==> config.mk <==
export PLATFORM = sky130hd
export DESIGN_NAME = arb_iwrr_sched
export DESIGN_NICKNAME = d
export VERILOG_FILES = /design/src/rtl/arb_pkg.sv /design/src/rtl/arb_iwrr_rr_pick.sv /design/src/rtl/arb_iwrr_sched.sv
export SDC_FILE = /design/constraint.sdc
export NUM_CORES = 1
export LEC_CHECK = 0
export BUFFER_PORTS_ARGS = -buffer_cell sky130_fd_sc_hd__buf_2
export CORE_MARGIN = 5
export CORE_UTILIZATION = 50
export CTS_CLUSTER_DIAMETER = 150
export DETAILED_ROUTE_END_ITERATION = 7
export GPL_TIMING_DRIVEN = 0
export PLACE_DENSITY = 0.7
export SETUP_SLACK_MARGIN = 0.15
export SLEW_MARGIN = 20
export SYNTH_ARGS = -nofsm -noshare
export SYNTH_HDL_FRONTEND = slang
export SYNTH_HIERARCHICAL = 1
export SYNTH_SLANG_ARGS = --single-unit
==> constraint.sdc <==
create_clock -name clk -period 8.7 [get_ports clk]
set_input_delay 1.74 -clock clk [delete_from_list [all_inputs] [get_ports clk]]
set_output_delay 1.74 -clock clk [all_outputs]
set_load 0.01 [all_outputs]
==> src/rtl/arb_pkg.sv <==
// Shared definitions for the IWRR arbiter: FSM encoding and the rotating-priority
// first-set search used by the picker.
package arb_pkg;

    localparam logic [0:0] ST_IDLE  = 1'b0;
    localparam logic [0:0] ST_GRANT = 1'b1;

    localparam int RR_MAX_W   = 32;
    localparam int RR_IDX_W   = $clog2(RR_MAX_W);

    // One-hot of the first set bit of vec[n-1:0], searching upward from ptr and wrapping.
    function automatic logic [RR_MAX_W-1:0] rr_pick(
        input logic [RR_MAX_W-1:0] vec,
        input int                  ptr,
        input int                  n
    );
        logic [RR_MAX_W-1:0] res;
        logic                found;
        logic [RR_IDX_W-1:0] idx;
        int                  idx_i;
        res   = '0;
        found = 1'b0;
        for (int k = 0; k < RR_MAX_W; k++) begin
            if (k < n) begin
                idx_i = ptr + k;
                if (idx_i >= n) begin
                    idx_i = idx_i - n;
                end
                idx = idx_i[RR_IDX_W-1:0];
                if (!found && vec[idx]) begin
                    res[idx] = 1'b1;
                    found    = 1'b1;
                end
            end
        end
        return res;
    endfunction

endpackage

==> src/rtl/arb_iwrr_rr_pick.sv <==
// Combinational rotating-priority picker: one-hot of the first set bit of i_vec
// at or above i_ptr, wrapping to bit 0.
module arb_iwrr_rr_pick
    import arb_pkg::*;
#(
    parameter int P_N = 4
) (
    input  logic [P_N-1:0]         i_vec,
    input  logic [$clog2(P_N)-1:0] i_ptr,
    output logic [P_N-1:0]         o_onehot
);

    logic [RR_MAX_W-1:0] w_vec;
    logic [RR_MAX_W-1:0] w_pick;

    assign w_vec    = RR_MAX_W'(i_vec);
    assign w_pick   = rr_pick(w_vec, int'(i_ptr), P_N);
    assign o_onehot = w_pick[P_N-1:0];

    generate
        if (P_N < RR_MAX_W) begin : g_hi
            logic w_unused_hi;
            assign w_unused_hi = |w_pick[RR_MAX_W-1:P_N];
        end
    endgenerate

endmodule

==> src/rtl/arb_iwrr_sched.sv <==
// Interleaved weighted round-robin arbiter with a registered, sticky valid/ready grant.
// Each requester gets up to its weight of grants per round, one per pointer turn.
module arb_iwrr_sched
    import arb_pkg::*;
#(
    parameter  int P_REQUESTER_NUM = 4,
    parameter  int P_WEIGHT_W      = 4,
    localparam int P_ID_W          = $clog2(P_REQUESTER_NUM)
) (
    input  logic                                clk,
    input  logic                                rst_n,
    input  logic [P_REQUESTER_NUM-1:0]          i_request,
    input  logic [P_REQUESTER_NUM*P_WEIGHT_W-1:0] i_weight,
    output logic [P_REQUESTER_NUM-1:0]          o_grant,
    output logic [P_ID_W-1:0]                   o_grant_id,
    output logic                                o_grant_valid,
    input  logic                                i_grant_ready,
    output logic                                o_round_start
);

    logic [0:0]                 r_state;
    logic [P_REQUESTER_NUM-1:0] r_grant;
    logic [P_ID_W-1:0]          r_grant_id;
    logic                       r_grant_valid;
    logic                       r_round_start;
    logic [P_ID_W-1:0]          r_ptr;
    logic                       r_fresh;

    logic                       w_hs;
    logic                       w_arb;
    logic                       w_any_req;
    logic                       w_rollover;
    logic                       w_load_w;
    logic [P_REQUESTER_NUM-1:0] w_valid;
    logic [P_REQUESTER_NUM-1:0] w_pick_in;
    logic [P_REQUESTER_NUM-1:0] w_pick;
    logic [P_ID_W-1:0]          w_pick_id;
    logic [P_ID_W-1:0]          w_ptr_next;

    assign w_hs       = r_grant_valid & i_grant_ready;
    assign w_arb      = (r_state == ST_IDLE) | w_hs;
    assign w_any_req  = |i_request;
    assign w_rollover = w_any_req & ~|w_valid;
    // r_fresh makes the first cycle after reset see the weight input directly.
    assign w_load_w   = r_fresh | (w_arb & w_rollover);
    assign w_pick_in  = w_rollover ? i_request : w_valid;

    genvar gi;
    generate
        for (gi = 0; gi < P_REQUESTER_NUM; gi++) begin : g_req
            logic [P_WEIGHT_W-1:0] r_cnt;
            logic [P_WEIGHT_W-1:0] r_weight;
            logic [P_WEIGHT_W-1:0] w_wt;
            logic [P_WEIGHT_W-1:0] w_eff;

            assign w_wt        = r_fresh ? i_weight[gi*P_WEIGHT_W +: P_WEIGHT_W] : r_weight;
            assign w_eff       = (w_wt == '0) ? P_WEIGHT_W'(1) : w_wt;
            assign w_valid[gi] = i_request[gi] & (r_cnt < w_eff);

            // Counted when picked, so the handshake-cycle re-arbitration already sees it.
            always_ff @(posedge clk or negedge rst_n) begin
                if (!rst_n) begin
                    r_cnt    <= '0;
                    r_weight <= '0;
                end else begin
                    if (w_load_w) begin
                        r_weight <= i_weight[gi*P_WEIGHT_W +: P_WEIGHT_W];
                    end
                    if (w_arb) begin
                        if (w_rollover) begin
                            r_cnt <= w_pick[gi] ? P_WEIGHT_W'(1) : '0;
                        end else if (w_pick[gi] && (r_cnt != '1)) begin
                            r_cnt <= r_cnt + 1'b1;
                        end
                    end
                end
            end
        end
    endgenerate

    arb_iwrr_rr_pick #(
        .P_N      (P_REQUESTER_NUM)
    ) u_pick (
        .i_vec    (w_pick_in),
        .i_ptr    (r_ptr),
        .o_onehot (w_pick)
    );

    always_comb begin
        w_pick_id = '0;
        for (int i = 0; i < P_REQUESTER_NUM; i++) begin
            if (w_pick[i]) begin
                w_pick_id = P_ID_W'(i);
            end
        end
    end

    assign w_ptr_next = (w_pick_id == P_ID_W'(P_REQUESTER_NUM - 1)) ? '0 : w_pick_id + 1'b1;

    always_ff @(posedge clk or negedge rst_n) begin
        if (!rst_n) begin
            r_state       <= ST_IDLE;
            r_grant       <= '0;
            r_grant_id    <= '0;
            r_grant_valid <= 1'b0;
            r_round_start <= 1'b0;
            r_ptr         <= '0;
            r_fresh       <= 1'b1;
        end else begin
            r_fresh <= 1'b0;
            if (w_arb) begin
                r_round_start <= w_rollover;
                if (w_any_req) begin
                    r_state       <= ST_GRANT;
                    r_grant       <= w_pick;
                    r_grant_id    <= w_pick_id;
                    r_grant_valid <= 1'b1;
                    r_ptr         <= w_ptr_next;
                end else begin
                    r_state       <= ST_IDLE;
                    r_grant       <= '0;
                    r_grant_id    <= '0;
                    r_grant_valid <= 1'b0;
                end
            end else begin
                r_round_start <= 1'b0;
            end
        end
    end

    assign o_grant       = r_grant;
    assign o_grant_id    = r_grant_id;
    assign o_grant_valid = r_grant_valid;
    assign o_round_start = r_round_start;

endmodule

# Word level (Yosys, flattened, before mapping)
# Index checks and enable logic that the tools add are counted.
[totals]
reg_bits = 43
out_inout_bits = 8
in_bits = 23
ram_bits = 0
mem_bits_ro = 0
latch_bits = 0
elab_cells = 146
n_memories = 0
[classes]
n_reduce_logical = 30
muxes = 56
mul = 0
n_eq_ne = 5
shifts = 0
bitwise_logic = 13
n_div = 0
add_sub_neg = 12
order_cmp = 16
[op_table]
columns = ["cell", "count"]
rows = [
  ["32-bit by 4-bit greater-or-equal comparator with 1-bit output (second input constant)", 3],
  ["4-bit 2-to-1 mux", 22],
  ["5-bit by 6-bit less-than comparator with 1-bit output (second input constant)", 4],
  ["1-bit binary-select mux with 5-bit select", 4],
  ["1-bit demux with 5-bit select", 4],
  ["5-bit by 1-bit greater-or-equal comparator with 1-bit output (second input constant)", 4],
  ["5-bit 2-to-1 mux", 4],
  ["1-bit 2-to-1 mux", 18],
  ["4-bit by 1-bit adder with 4-bit output (second input constant)", 4],
  ["4-bit zero test", 4],
  ["4-bit less-than comparator", 4],
  ["4-bit inequality test (second input constant)", 4],
  ["5-bit by 4-bit subtractor with 5-bit output (second input constant)", 3],
  ["4-bit OR", 3],
  ["1-bit logical AND", 11],
  ["2-bit AND reduction", 5],
  ["2-bit 2-to-1 mux", 4],
  ["2-bit nonzero test", 4],
  ["4-bit OR reduction", 2],
  ["1-bit bitwise AND", 7],
  ["2-bit by 2-bit adder with 3-bit output (second input constant)", 2],
  ["1-bit zero test", 4],
  ["2-bit by 3-bit subtractor with 4-bit output (second input constant)", 1],
  ["2-bit by 1-bit adder with 3-bit output (second input constant)", 1],
  ["other kinds (5)", 6],
]

# Logic depth before layout (Yosys ltp)
[depth]
word_depth = 26
mapped_depth = 18
ltp_nobuf = 15

# By module
# The synthesis kept the hierarchy.
[modules_own_cells]
columns = ["mod", "area_per_inst_um2", "cells_per_inst", "n_inst", "seq_area_each_um2"]
rows = [
  ["arb_iwrr_sched", 2549.9, 237, 1, 1077.3],
  ["arb_iwrr_rr_pick", 367.9, 41, 1, 0.0],
]

# Worst setup path before layout
# OpenSTA, ideal clock, no wires.
[synth_timing]
path_type = "input to register"
startpoint = "in i_weight[9]"
endpoint = "reg g_req[3].r_cnt[3]"
required_time_ps = 8579
setup_time_ps = 121
arrival_ps = 4923
slack_ps = 3656
cell_stages = 15
n_path_buf = 0
path_cell_list = "mux2i_1 > ha_1 > a21oi_1 > o41ai_2 > a31oi_1 > nor4_4 > a21o_1 > mux4_2 > or2_4 > a211oi_4 > a221o_2 > and2_1 > nand4_1 > a21o_1 > a22o_1"
[synth_via]
elab_chain_len = 24
word_cells_on_any_way = 37
cone_classes = "order compare: 1; mux: 19; bitwise: 5; reduce/logical: 12"
[synth_lines]
columns = ["item", "line", "text"]
rows = [
  ["start: declaration", "arb_iwrr_sched.sv:13", "input logic [P_REQUESTER_NUM*P_WEIGHT_W-1:0] i_weight,"],
  ["4-bit 2-to-1 mux (*)", "arb_iwrr_sched.sv:56", "assign w_wt = r_fresh ? i_weight[gi*P_WEIGHT_W +: P_WEIGHT_W] : r_weight;"],
  ["4-bit zero test", "arb_iwrr_sched.sv:57", "assign w_eff = (w_wt == '0) ? P_WEIGHT_W'(1) : w_wt;"],
  ["4-bit 2-to-1 mux (*)", "arb_iwrr_sched.sv:57", ""],
  ["4-bit less-than comparator (*)", "arb_iwrr_sched.sv:58", "assign w_valid[gi] = i_request[gi] & (r_cnt < w_eff);"],
  ["1-bit bitwise AND (*)", "arb_iwrr_sched.sv:58", ""],
  ["4-bit OR reduction (*)", "arb_iwrr_sched.sv:43", "assign w_rollover = w_any_req & ~|w_valid;"],
  ["1-bit zero test (*)", "arb_iwrr_sched.sv:43", ""],
  ["1-bit bitwise AND (*)", "arb_iwrr_sched.sv:43", ""],
  ["(+1 left out)", "--", ""],
  ["net w_pick_in[3]", "arb_iwrr_sched.sv:35", "logic [P_REQUESTER_NUM-1:0] w_pick_in;"],
  ["(+8 left out)", "--", ""],
  ["1-bit 2-to-1 mux", "arb_pkg.sv:30", "if (!found && vec[idx]) begin"],
  ["1-bit zero test", "arb_pkg.sv:30", ""],
  ["1-bit logical AND", "arb_pkg.sv:30", ""],
  ["4-bit 2-to-1 mux (*)", "arb_pkg.sv:30", ""],
  ["net w_pick[3]", "arb_iwrr_sched.sv:36", "logic [P_REQUESTER_NUM-1:0] w_pick;"],
  ["1-bit logical AND (*)", "arb_iwrr_sched.sv:72", "end else if (w_pick[gi] && (r_cnt != '1)) begin"],
  ["2-bit nonzero test (no source line) (*)", "--", ""],
  ["2-bit AND reduction (no source line) (*)", "--", ""],
  ["end signal: assignment", "arb_iwrr_sched.sv:71", "r_cnt <= w_pick[gi] ? P_WEIGHT_W'(1) : '0;"],
  ["end signal: assignment", "arb_iwrr_sched.sv:73", "r_cnt <= r_cnt + 1'b1;"],
  ["end: declaration", "arb_iwrr_sched.sv:51", "logic [P_WEIGHT_W-1:0] r_cnt;"],
]
# The timed path passes the listed nets; every way through them passes the cells marked *. The select of a mux whose other input is x is not followed.
# A chain may end at the register's enable or synchronous reset.

# Worst setup path after layout
[layout_timing]
startpoint = "reg r_fresh"
endpoint = "reg g_req[3].r_cnt[3]"
[layout_via]
elab_chain_len = 24
word_cells_on_any_way = 52
cone_classes = "order compare: 4; mux: 25; bitwise: 8; reduce/logical: 15"
[layout_lines]
columns = ["item", "line", "text"]
rows = [
  ["start: declaration", "arb_iwrr_sched.sv:27", "logic r_fresh;"],
  ["start signal: assignment", "arb_iwrr_sched.sv:108", "r_fresh <= 1'b1;"],
  ["start signal: assignment", "arb_iwrr_sched.sv:110", "r_fresh <= 1'b0;"],
  ["4-bit 2-to-1 mux", "arb_iwrr_sched.sv:56", ""],
  ["4-bit zero test", "arb_iwrr_sched.sv:57", ""],
  ["4-bit 2-to-1 mux", "arb_iwrr_sched.sv:57", ""],
  ["4-bit less-than comparator", "arb_iwrr_sched.sv:58", ""],
  ["1-bit bitwise AND", "arb_iwrr_sched.sv:58", ""],
  ["4-bit OR reduction", "arb_iwrr_sched.sv:43", ""],
  ["1-bit zero test", "arb_iwrr_sched.sv:43", ""],
  ["1-bit bitwise AND", "arb_iwrr_sched.sv:43", ""],
  ["(+1 left out)", "--", ""],
  ["net w_pick_in[3]", "arb_iwrr_sched.sv:35", ""],
  ["(+8 left out)", "--", ""],
  ["1-bit 2-to-1 mux", "arb_pkg.sv:30", ""],
  ["1-bit zero test", "arb_pkg.sv:30", ""],
  ["1-bit logical AND", "arb_pkg.sv:30", ""],
  ["4-bit 2-to-1 mux (*)", "arb_pkg.sv:30", ""],
  ["net w_pick[3]", "arb_iwrr_sched.sv:36", ""],
  ["1-bit logical AND (*)", "arb_iwrr_sched.sv:72", ""],
  ["2-bit nonzero test (no source line) (*)", "--", ""],
  ["2-bit AND reduction (no source line) (*)", "--", ""],
]
# Marks and branches as above.

==> impl_metrics.yaml <==
grt:
  grtUsageTotal_pct: 17.7
  grt_pass1_wl_mm: 10.6
  grt.overflow.total: 0
  grt_start_max_net_pins: 44
  antenna_found_initial: 0
  grt_pass1_vias: 2358
layout:
  fin_nets: 362
  antennaDiodeCount: 0
  seq_area_mm2: 0.00108
  multi_input_area_mm2: 0.00174
  final_util_pct: 58.2
  nFillCells: 512
  drive_gt1_share_pct: 23.1
  area_growth_pct: 11.3
cts:
  clockBufferDepth: 2
  post_cts_resized: 0
  insertion_delay_ns: 0.29
  root_buffer: "clkbuf_8"
  tritoncts: "done"
  clkSlewWorstSetupHoldPaths_ns: 0.08
  post_cts_buffers: 0
  cts_buffers: 5
  holdBufCountCts: 0
  cts_sinks: 43
  htree_levels: 2
synth:
  ys_warn_count: 6
  synth.largest_area_cell: "dfrtp_1"
  syn_nets: 325
  synth_compound_area_share_pct: 17.8
  ys_ff_latch: 43
  syn_area_mm2: 0.00292
  yosysTopAreaCellShare_pct: 36.0
  synthAdderAreaFrac_pct: 10.3
  synthCells: 278
  synthTopCellsByArea: "dfrtp_1, ha_1, mux2i_1, mux2_1, nand2_1"
  synthMuxAreaShare_pct: 15.8
  synthSimpleGateAreaFrac_pct: 15.1
  synth_cell_type_count: 50
  synthMostInstantiatedCell: "dfrtp_1"
  synth_top_family_by_area: "compound AO/OA/AOI/OAI gates"
  avgSynthCellArea_um2: 10.5
  async_flop_share_pct: 100
  synth_common_cells: "dfrtp_1, nand2_1, ha_1"
  seq_area_frac_synth_pct: 36.9
  synth_xor_area_share_pct: 0.300
  synth-edff-count: 0
  ys.flop_type: "dfrtp_1"
timing:
  setup_viol: 0
  fin_crit_sh_pct: 62.3
  tightest_slew_ns: 0.733
  finalHoldViolations: 0
  rsz0062_at_grt: "false"
  fin_worst_skew_ns: 0.00902
  tns_ns: 0
  timing.final.crit_period_ns: 5.42
  timing.fmax_mhz: 185
  setup_ws_ns: 3.28
  slew_violations: 0
  relSlewSlack_pct: 50.7
critical_path:
  crit_required_ns: 8.88
  path_common_cell: "a21o_1"
  critPathMaxFanout: 10
  cpMaxStageDelayCell: "buf_1"
  crit_type: "flip-flop to flip-flop"
  crit_arrival_ns: 5.60
  start_kind: "flip-flop"
  crit_path_end_kind: "flip-flop"
  cpPeakStageDelay_ns: 0.59
  worstPathCellList: "buf_2 -> buf_4 -> buf_1 -> mux2i_1 -> ha_1 -> a21oi_1 -> o41ai_1 -> a31oi_1 -> nor4_4 -> a21o_1 -> mux4_2 -> or2_4 -> a211oi_4 -> a221o_2 -> and2_1 -> nand4_1 -> a21o_1 -> a22o_1"
drt:
  num_vias: 2286
  drt_iter0_drc: 83
  avgViaCountPerCell: 5.89
  ant_nets: 0
  wire_per_inst_um: 16.1
  wl_mm: 6.27
  drc_errors: 0
  dr.pass1.iters: 4
placed_design:
  port_buffers: 30
  gp_congestion: 0.813
  dp_hpwl_mm: 4.83
  place_ws_ns: 3.09
die:
  rows: 27
  die_h_um: 86.4
  start_util_pct: 52.3
  pin_count: 31
  chipWidth_um: 86.4
  die_area_mm2: 0.00746
  core_mm2: 0.00557
outcome:
  outcome: "completed"
power_and_ir_drop:
  p_leak_uw: 0.00154
  worst_ir_drop_vdd_mv: 0.148
  power_density_mw_per_mm2: 271
min_path:
  hp-class: "flip-flop to flip-flop"
job:
  cap_violations: 0
==> layer usage <==
metal	GRT usage, %	part of all wire (%)	vias up
li1	-	-	1122
met1	22.2	46	1128
met2	31.5	50	31
met3	2.95	3.4	5
met4	4.25	0.88	0
met5	0	0	-
==> report_power, final <==
group	leakage, µW	switching, µW	internal [µW]	total (µW)
sequential	0.000535	56.2	252	308
combinational	0.000962	243	207	450
clock	0.0000395	64.2	57.1	121
total	0.00154	364	516	880
==> cells by family (layout without fill, tap and decap cells) <==
family | after synthesis | in the layout
AND/OR/NAND/NOR | 82 | 82
AO/OA/AOI/OAI | 66 | 66
flip-flops | 43 | 43
multiplexers | 40 | 40
adder cells (fa/ha/maj) | 24 | 24
buffers and inverters | 21 | 59
other | 1 | 1
XOR/XNOR | 1 | 1
==> registers in the layout, indices dropped and copies added (netlist names) <==
name,count
g_req.r_weight,16
g_req.r_cnt,16
r_fresh,1
o_grant,4
o_round_start,1
r_ptr,2
o_grant_id,2
o_grant_valid,1
==> placed cells by master (no fill, tap or decap), drive strengths merged, types with 2 or more instances in the layout <==
cell type  count
or2            2
buf           38
a31oi          6
clkbuf        10
dfrtp         42
and3           4
a32o           3
o31ai          2
o21ai         14
a21o          10
o41ai          5
and2           4
nand2         30
nor2          11
a21oi          9
mux4           2
nor4b          4
nand3b         5
a22o           6
mux2i         15
a221o          4
ha            24
inv           11
nor4           6
a221oi         3
nand4          4
mux2          23
nand3          8
==> area by class of cell <==
class / instances / area share (%)
inverters: 11 / 1.27
well taps: 72 / 2.77
repair buffers: 30 / 4.70
plain buffers: 10 / 1.97
clock buffers: 8 / 2.47
flip-flops and latches: 43 / 33.2
multi-input cells: 214 / 53.6
==> path summary, 6_finish.rpt <==
kind,from,endpoint,slack (ns),cells after the start
min in group asynchronous,rst_n,o_round_start,1.44,1
worst min register to register,o_grant[3],o_grant[3],0.46,2
worst max-delay path,r_fresh,g_req[3].r_cnt[3],3.28,18
worst min-delay path,o_grant[3],o_grant[3],0.46,2
max in group asynchronous,rst_n,r_fresh,6.88,1
worst max register to register,r_fresh,g_req[3].r_cnt[3],3.28,18
==> stage by stage <==
step                      power (µW)  hold WS, ns  instance area, µm²  std cells
final                            880        0.464                3250        388
after detailed placement         765        0.451                3160        380
after CTS                        889        0.471                3240        388
after floorplan                  653        0.457                2920        278
after global routing             957        0.507                3250        388
after global placement           745        0.445                3160        380
==> critical path, delay by kind of cell, from the launching register on <==
kind	cells	cell delay (ns)
buffers and inverters	3	1.02
multiplexers	2	0.85
AND/OR/NAND/NOR	4	0.80
adder cells (fa/ha/maj)	1	0.27
AO/OA/AOI/OAI	8	1.85
flip-flops	1	0.51
Note: power is estimated with default switching activity, not from simulation.
